## config.mk

```make
export PLATFORM = sky130hd
export DESIGN_NAME = unstriping
export DESIGN_NICKNAME = d
export VERILOG_FILES = /design/src/rtl/pcie_sym_pkg.sv /design/src/rtl/lane_word_fifo.sv /design/src/rtl/unstriping.sv
export SDC_FILE = /design/constraint.sdc
export NUM_CORES = 1
export LEC_CHECK = 0
export BUFFER_PORTS_ARGS = -buffer_cell sky130_fd_sc_hd__clkbuf_2
export CAP_MARGIN = 10
export CORE_AREA = 2 2 126 79
export DETAILED_ROUTE_END_ITERATION = 7
export DIE_AREA = 0 0 128 81
export PLACE_DENSITY_LB_ADDON = 0.3
export SLEW_MARGIN = 20
export SYNTH_ARGS = -nofsm -noshare
export SYNTH_HDL_FRONTEND = slang
export SYNTH_SLANG_ARGS = --single-unit
```

## constraint.sdc

```tcl
create_clock -name clk -period 2.98 [get_ports clk]
set_input_delay 0.745 -clock clk [delete_from_list [all_inputs] [get_ports clk]]
set_output_delay 0.745 -clock clk [all_outputs]
set_load 0.05 [all_outputs]
```

## src/rtl/pcie_sym_pkg.sv

```systemverilog
// ============================================================================
// Module : pcie_sym_pkg
// Brief  : Shared PCIe framing symbols and the lane word type.
// Rev    : 1.0  initial release
// ============================================================================
`default_nettype none

package pcie_sym_pkg;

    localparam int NUM_LANES = 4;

    localparam logic [7:0] c_COM = 8'hBC;
    localparam logic [7:0] c_PAD = 8'hF7;
    localparam logic [7:0] c_SKP = 8'h1C;
    localparam logic [7:0] c_STP = 8'hFB;
    localparam logic [7:0] c_SDP = 8'h5C;
    localparam logic [7:0] c_END = 8'hFD;
    localparam logic [7:0] c_EDB = 8'hFE;
    localparam logic [7:0] c_FTS = 8'h3C;
    localparam logic [7:0] c_IDL = 8'h7C;

    // bytes[0] is lane 0; len1 marks an ordered-set word that emits one byte.
    typedef struct packed {
        logic [NUM_LANES-1:0][7:0] bytes;
        logic                      len1;
    } lane_word_t;

    function automatic logic is_os_sym(input logic [7:0] sym);
        return (sym == c_COM) || (sym == c_SKP) || (sym == c_IDL) || (sym == c_FTS);
    endfunction

    function automatic logic is_pkt_start(input logic [7:0] sym);
        return (sym == c_STP) || (sym == c_SDP);
    endfunction

endpackage

`default_nettype wire

```

## src/rtl/lane_word_fifo.sv

```systemverilog
// ============================================================================
// Module : lane_word_fifo
// Brief  : DEPTH-entry synchronous FIFO of lane words with occupancy count.
// Rev    : 1.0  initial release
// ============================================================================
`default_nettype none

module lane_word_fifo
    import pcie_sym_pkg::*;
#(
    parameter int DEPTH = 2
) (
    input  logic                       clk,
    input  logic                       reset,
    input  logic                       i_push,
    input  lane_word_t                 i_data,
    input  logic                       i_pop,
    output lane_word_t                 o_head,
    output logic [$clog2(DEPTH):0]     o_count
);

    localparam int c_AW = $clog2(DEPTH);

    lane_word_t          r_mem [DEPTH];
    logic [c_AW-1:0]     r_wr_ptr;
    logic [c_AW-1:0]     r_rd_ptr;
    logic [c_AW:0]       r_count;

    // Pointers are exactly log2(DEPTH) wide so they wrap without compare logic.
    always_ff @(posedge clk or posedge reset) begin
        if (reset) begin
            r_wr_ptr <= '0;
            r_rd_ptr <= '0;
            r_count  <= '0;
        end else begin
            if (i_push) begin
                r_wr_ptr <= r_wr_ptr + c_AW'(1);
            end
            if (i_pop) begin
                r_rd_ptr <= r_rd_ptr + c_AW'(1);
            end
            case ({i_push, i_pop})
                2'b10:   r_count <= r_count + (c_AW+1)'(1);
                2'b01:   r_count <= r_count - (c_AW+1)'(1);
                default: r_count <= r_count;
            endcase
        end
    end

    always_ff @(posedge clk) begin
        if (i_push) begin
            r_mem[r_wr_ptr] <= i_data;
        end
    end

    assign o_head  = r_mem[r_rd_ptr];
    assign o_count = r_count;

endmodule

`default_nettype wire

```

## src/rtl/unstriping.sv

```systemverilog
// ============================================================================
// Module : unstriping
// Brief  : Four-lane receive un-striping: classifies words, buffers, serializes.
// Rev    : 1.0  initial release
// ============================================================================
`default_nettype none

module unstriping
    import pcie_sym_pkg::*;
#(
    parameter int DEPTH = 2
) (
    input  logic       clk,
    input  logic       reset,
    input  logic [7:0] RL0,
    input  logic [7:0] RL1,
    input  logic [7:0] RL2,
    input  logic [7:0] RL3,
    input  logic       lanes_valid,
    output logic       lanes_ready,
    output logic [7:0] toDemux,
    output logic       out_valid,
    output logic       err
);

    localparam int c_AW = $clog2(DEPTH);

    localparam logic [0:0] c_ST_OS  = 1'b0;
    localparam logic [0:0] c_ST_PKT = 1'b1;

    logic [0:0]    r_state;
    logic [0:0]    w_state_nxt;
    logic          w_accept;
    logic          w_push;
    logic          w_len1;
    logic          w_err_set;
    logic          w_all_same;
    logic          w_end_mid;
    lane_word_t    w_word;
    lane_word_t    w_head;
    logic [c_AW:0] w_count;
    logic          w_empty;
    logic          w_last;
    logic          w_pop;
    logic [1:0]    r_byte_idx;
    logic [7:0]    r_data;
    logic          r_valid;
    logic          r_err;

    // Ready looks only at the registered count; a same-cycle pop does not help.
    assign lanes_ready = (w_count < (c_AW+1)'(DEPTH));
    assign w_accept    = lanes_valid && lanes_ready;

    assign w_all_same  = (RL0 == RL1) && (RL1 == RL2) && (RL2 == RL3);
    assign w_end_mid   = (RL0 == c_END) || (RL1 == c_END) || (RL2 == c_END);

    always_comb begin
        w_word.bytes = {RL3, RL2, RL1, RL0};
        w_word.len1  = w_len1;
    end

    always_comb begin
        w_state_nxt = r_state;
        w_push      = 1'b0;
        w_len1      = 1'b0;
        w_err_set   = 1'b0;
        if (w_accept) begin
            case (r_state)
                c_ST_OS: begin
                    if (is_pkt_start(RL0)) begin
                        w_push = 1'b1;
                        if (RL3 != c_END) begin
                            w_state_nxt = c_ST_PKT;
                        end
                    end else if (w_all_same && is_os_sym(RL0)) begin
                        w_push = 1'b1;
                        w_len1 = 1'b1;
                    end else begin
                        w_err_set = 1'b1;
                    end
                end
                c_ST_PKT: begin
                    if (w_end_mid) begin
                        w_err_set   = 1'b1;
                        w_state_nxt = c_ST_OS;
                    end else if (RL3 == c_END) begin
                        w_push      = 1'b1;
                        w_state_nxt = c_ST_OS;
                    end else if (is_pkt_start(RL0)) begin
                        // Old packet is abandoned; the new start is kept.
                        w_push    = 1'b1;
                        w_err_set = 1'b1;
                    end else begin
                        w_push = 1'b1;
                    end
                end
                default: begin
                    w_state_nxt = c_ST_OS;
                end
            endcase
        end
    end

    always_ff @(posedge clk or posedge reset) begin
        if (reset) begin
            r_state <= c_ST_OS;
        end else begin
            r_state <= w_state_nxt;
        end
    end

    lane_word_fifo #(
        .DEPTH (DEPTH)
    ) u_fifo (
        .clk     (clk),
        .reset   (reset),
        .i_push  (w_push),
        .i_data  (w_word),
        .i_pop   (w_pop),
        .o_head  (w_head),
        .o_count (w_count)
    );

    assign w_empty = (w_count == '0);
    assign w_last  = w_head.len1 || (r_byte_idx == 2'd3);
    // Popping on the last byte lets the next word's byte 0 follow with no bubble.
    assign w_pop   = !w_empty && w_last;

    always_ff @(posedge clk or posedge reset) begin
        if (reset) begin
            r_data     <= 8'h00;
            r_valid    <= 1'b0;
            r_byte_idx <= 2'd0;
            r_err      <= 1'b0;
        end else begin
            r_err <= w_err_set;
            if (!w_empty) begin
                r_data     <= w_head.bytes[r_byte_idx];
                r_valid    <= 1'b1;
                r_byte_idx <= w_last ? 2'd0 : (r_byte_idx + 2'd1);
            end else begin
                r_data  <= 8'h00;
                r_valid <= 1'b0;
            end
        end
    end

    assign toDemux   = r_data;
    assign out_valid = r_valid;
    assign err       = r_err;

endmodule

`default_nettype wire

```

**After elaboration in Yosys (flattened, before gate mapping)**

Memory sizes are Yosys's and may differ from the RTL's.
Index checks and enable logic that the tools add are counted.
W data, S select, Z words.

- Add/subtract/negate cells: 5
- Multiply operators: 0
- Divide/modulo/power cells: 0
- Magnitude comparators: 2
- Eq/ne operators: 17
- Shift-type cells: 0
- Multiplexer cells: 28
- Bitwise operators: 1
- Reduce and logical (&&, ||, !) cells: 15

Operators with widths:

| cell | number |
|---|---|
| $eq A8 B8 Y1 const B | 6 |
| $eq A8 B8 Y1 | 3 |
| $mux W1 | 20 |
| $bmux W8 S2 | 1 |
| $eq A8 B7 Y1 const B | 2 |
| $mux W8 | 2 |
| $eq A8 B5 Y1 const B | 1 |
| $eq A8 B6 Y1 const B | 1 |
| $ne A8 B8 Y1 const B | 1 |
| $logic_or A1 B1 Y1 | 7 |
| $pmux W1 S2 | 3 |
| $logic_and A1 B1 Y1 | 5 |
| $add A2 B1 Y2 const B | 2 |
| $eq A2 B2 Y1 const B | 2 |
| $pmux W2 S2 | 1 |
| $lt A2 B3 Y1 const B | 1 |
| $add A1 B1 Y1 const B | 2 |
| $eq A2 B1 Y1 const B | 1 |
| $logic_not A2 Y1 | 1 |
| $lt A2 B2 Y1 const B | 1 |
| $mux W2 | 1 |
| $reduce_bool A2 Y1 | 1 |
| $sub A2 B1 Y2 const B | 1 |
| $logic_not A1 Y1 | 1 |
| $not A1 Y1 | 1 |

- Register bits after elaboration: 17
- Bits in latches: 0
- Memory bits (writable): 66
- ROM bits: 0
- Input bits: 35
- Output and inout port bits: 11
- Logic and storage cells: 77
- Memories: 1

Memories:

| memory | depth | width | read ports | clocked after Yosys merged registers in | wr ports | RTL line | text |
|---|---|---|---|---|---|---|---|
| u_fifo.r_mem | 2 | 33 | 1 | 0 | 1 | lane_word_fifo.sv:24 | `lane_word_t r_mem [DEPTH];` |

**Logic depth before layout (Yosys ltp)**

- Depth after elaboration: 11
- Mapped depth: 9
- Mapped depth without buffers: 9

**Hierarchy**

Synthesis repeated with hierarchy kept, for this count alone.

- Cell total of the unflattened synthesis: 216
- Area total of the unflattened synthesis: 3,702.3 um^2

By module, submodules not included:

| module | times used | cells an instance | area an instance (um^2) | sequential area each (um^2) |
|---|---|---|---|---|
| lane_word_fifo | 1 | 118 | 2,711.4 | 2,082.0 |
| unstriping | 1 | 98 | 991.0 | 325.3 |

**Worst setup path after synthesis**

No wires, ideal clock.

- Path kind: input to register
- From: in RL1[5]
- To: mem u_fifo.r_mem[1][0] (netlist bit) (enable)
- Arrival time: 2,614 ps
- Slack: -27 ps
- Cell stages on the path: 5
- Cell sequence: or4_4 o21ai_2 and4bb_1 a211o_2 and3_1

- Longest elaborated chain between the ends: 10
- Elaborated cells between the ends (all ways): 15

RTL lines:

| element | RTL line | text |
|---|---|---|
| start: declaration | unstriping.sv:16 | `input logic [7:0] RL1,` |
| $eq A8 B8 Y1 | unstriping.sv:54 | `assign w_all_same = (RL0 == RL1) && (RL1 == RL2) && (RL2 == RL3);` |
| $logic_and A1 B1 Y1 (2 in series) | unstriping.sv:54 |  |
| $logic_and A1 B1 Y1 | unstriping.sv:75 | `end else if (w_all_same && is_os_sym(RL0)) begin` |
| $mux W1 | unstriping.sv:75 |  |
| $mux W1 | unstriping.sv:70 | `if (is_pkt_start(RL0)) begin` |
| $pmux W1 S2 (*) | unstriping.sv:68 | `case (r_state)` |
| $mux W1 (*) | unstriping.sv:67 | `if (w_accept) begin` |
| $mux W1 (*) | lane_word_fifo.sv:51 | `if (i_push) begin` |
| $mux W1 (not written as such) (*) | lane_word_fifo.sv:52 | `r_mem[r_wr_ptr] <= i_data;` |
| end: declaration | lane_word_fifo.sv:24 |  |

Mark *: on every way between the ends. The rest lies on a longest branch, timed or not.

**Worst setup path in the final report**

- From: in RL0[6]
- To: mem u_fifo.r_mem[0][24] (netlist bit) (enable)

- Longest elaborated chain between the ends: 11
- Elaborated cells between the ends (all ways): 24

RTL lines:

| element | RTL line | text |
|---|---|---|
| start: declaration | unstriping.sv:15 | `input logic [7:0] RL0,` |
| $eq A8 B8 Y1 / $eq A8 B5 Y1 (equally long branches) | pcie_sym_pkg.sv:29 | `return (sym == c_COM) \|\| (sym == c_SKP) \|\| (sym == c_IDL) \|\| (sym == c_FTS);` |
| $logic_or A1 B1 Y1 (3 in series) | pcie_sym_pkg.sv:29 |  |
| $logic_and A1 B1 Y1 | unstriping.sv:75 |  |
| $mux W1 | unstriping.sv:75 |  |
| $mux W1 | unstriping.sv:70 |  |
| $pmux W1 S2 (*) | unstriping.sv:68 |  |
| $mux W1 (*) | unstriping.sv:67 |  |
| $mux W1 (*) | lane_word_fifo.sv:51 |  |
| $mux W1 (not written as such) (*) | lane_word_fifo.sv:52 |  |

Marked as above.

==> metrics.txt <==
max incr delay on CP 0.58 ns; DR WL met2 3360 um; R2R Path End u_fifo.o_count[1]$_DFFE_PP0P_; placed cell area 4020 sq um; Final min period 2.48 ns; post-DP HPWL between 5000 and 6000 um; Syn. warnings 0; CTS tree yes; area leader, netlist edfxtp_1; Final Skew 0.00357 ns; Reg area 2410 sq um; # setup viols final 0; Diodes inserted 0; Post-CTS Setup Bufs 0; DRT met1 WL 3780 um; mapped cell area 3590 sq um; port bufs 45; Layout Cells excl Fill 405; fin area 4320 sq um; hold_ws 0.517 ns; FF-to-FF path depth 6; Worst Setup SP RL0[6]; top achievable clock speed 0.404 GHz; TritonRoute pass-1 iters 4; Worst Hold Class input pin to async pin; commonest non-fill, non-tap cell in the layout edfxtp_1; first-pass GRT wire length 12600 um; Max-Cap Viols 0; leakage dissipation 1.58 nW; Clock Path Buffers 2; FF+latch count, synth 83; Post-synth EDFFs 66; routability cong. 0.896; IO Pins 46; VDD IR max 0.412 mV; Max H-tree Level 3; Cells after DPL 389; Buf/Inv on CP 2; Worst-Margin Slew 0.766 ns; syn avg cell area 16.1 sq um; Via Count ~2200; full die area 10400 sq um; most frequent cells in the layout 66 x edfxtp_1, 45 x clkbuf_2, 17 x dfrtp_1; Final ANT Viol Nets 0; GRT Overall Usage 17.3%; status finished clean; critical path required time 3.01 ns; largest net degree at the start of global routing 27; Distinct cells, synth 48; Die Ht 81 um; slowest cell on the critical path nor4bb_1; First DRT Iteration DRCs 152; critical path type input pin to flip-flop; clock sink total 83; Via density 5.43; top-area cell type share of the netlist area 55.2%; Post-synth top flop edfxtp_1; share of cells above drive strength 1 between 30% and 40%; largest cells by area after synthesis edfxtp_1 55%, dfrtp_1 12%, mux4_2 10%; GRT Residual Overflow 0; initial antenna violation count 0; Net Count, Synth 260; DRC viols 0; period utilisation layout 83.1%; reg2reg start r_byte_idx[1]$_DFFE_PP0N_; Cell Pwr Density between 800 and 900 nW/um^2; cell chain of the critical path clkbuf_2, nand4_1, nor4bb_1, o21a_1, a211o_2, and3_2, buf_4; Final Max Slew Viols 0; Chip Width 128 um; area grow syn2layout 20.2%; CP endpoint kind flip-flop; initial core utilization 38.2%; WL met3 ~800 um; Clock Latency Late Sink 0.34 ns; asr flop ratio synth between 20% and 30%; WP data arrival about 2.5 ns; R2R Setup Slk approximately 0.9 ns; Num CTS Buffers 9; delay-heaviest family, CP simple AND/OR/NAND/NOR gates; CTS clk-pin slew, worst paths 0.06 ns; area of the multi-input gates 1140 sq um; Fin Setup TNS 0 ns; uppermost layer routed met4; Synth Instances 223; number of global-route vias before repair 2134; Core ar. 9390 sq um; final number of hold-violating endpoints 0; Worst Path Max Fanout 13; Final nets between 300 and 400; sequential area share after synthesis 67.0%; Hold Buf Count CTS 0; RSZ-0062 raised after global routing false; wirelength, routed just over 8000 um; slew margin rel. 48.9%; crit start category input pin; clock root buffer clkbuf_16; fillers 844; wire per inst 19.9 um; Post-CTS Resized 0; row count 28
-- final cells by class --
type / instances / area share (%)
tap: 120 / 3.48
timing repair buffer: 53 / 7.19
inverter: 4 / 0.348
clock buffer: 10 / 5.30
sequential: 83 / 55.8
clock inverter: 6 / 1.51
multi-input combinational: 129 / 26.4
-- stage by stage --
stage	util, %	total power [mW]	setup WS (ns)
2_1_floorplan	-	2.22	0.315
3_3_place_gp	42.9	2.49	0.225
3_5_place_dp	42.9	2.50	0.206
4_1_cts	46.0	3.58	0.568
5_1_grt	46.0	3.73	0.308
6_report	46.0	3.54	0.504
-- how the worst max path moves through the flow --
stage	endpoint	cells past startpoint
2_1_floorplan	u_fifo.r_mem[1][0]$_DFFE_PP_	5
3_3_place_gp	u_fifo.r_mem[1][32]$_DFFE_PP_	7
3_5_place_dp	u_fifo.r_mem[0][23]$_DFFE_PP_	7
4_1_cts	u_fifo.r_mem[0][16]$_DFFE_PP_	7
5_1_grt	u_fifo.o_count[1]$_DFFE_PP0P_	10
6_report	u_fifo.r_mem[0][24]$_DFFE_PP_	7
-- report_power, final --
group | switching, mW | internal [mW] | total (mW)
Clock | 0.434 | 0.650 | 1.08
Sequential | 0.0948 | 1.38 | 1.47
Combinational | 0.599 | 0.386 | 0.985
Total | 1.13 | 2.41 | 3.54
-- per-layer routing --
layer / vias to the layer above / track usage, %
met5: - / 0
met4: 0 / 5.27
met3: 9 / 7.11
met2: 92 / 22.6
met1: 1086 / 25.9
li1: 1014 / -
-- sequential cells by signal (all words and copies together), names as in the netlist --
| name | flops |
|---|---|
| u_fifo.r_mem | 66 |
| err | 1 |
| r_byte_idx | 2 |
| u_fifo.r_wr_ptr | 1 |
| u_fifo.r_rd_ptr | 1 |
| r_state | 1 |
| toDemux | 8 |
| u_fifo.o_count | 2 |
| out_valid | 1 |
-- synthesized netlist by cell type, types with 2 or more instances --
cell	number
or3_1	3
edfxtp_1	66
inv_1	4
nor3_1	9
nand2_1	7
xnor2_1	5
ha_1	2
o211ai_1	3
nand4b_1	3
mux2i_1	8
nor2b_1	3
and3_1	9
mux4_2	16
buf_1	2
xor2_1	2
o21ai_0	4
a21oi_1	2
dfrtp_1	17
nor4_1	2
clkbuf_1	2
buf_2	2
nand4_1	6
nor2_1	16
o22ai_1	6
-- kinds of logic (layout without fill, tap and decap cells) --
| family | Yosys count | after routing | synth area share (%) |
|---|---|---|---|
| flip-flops | 83 | 83 | 67.0 |
| AO/OA/AOI/OAI | 26 | 26 | 5.23 |
| multiplexers | 24 | 24 | 12.3 |
| buffers and inverters | 11 | 73 | 1.25 |
| AND/OR/NAND/NOR | 70 | 70 | 11.8 |
| adder cells (fa/ha/maj) | 2 | 2 | 0.697 |
| XOR/XNOR | 7 | 7 | 1.71 |
Note: power is estimated with default switching activity, not from simulation.
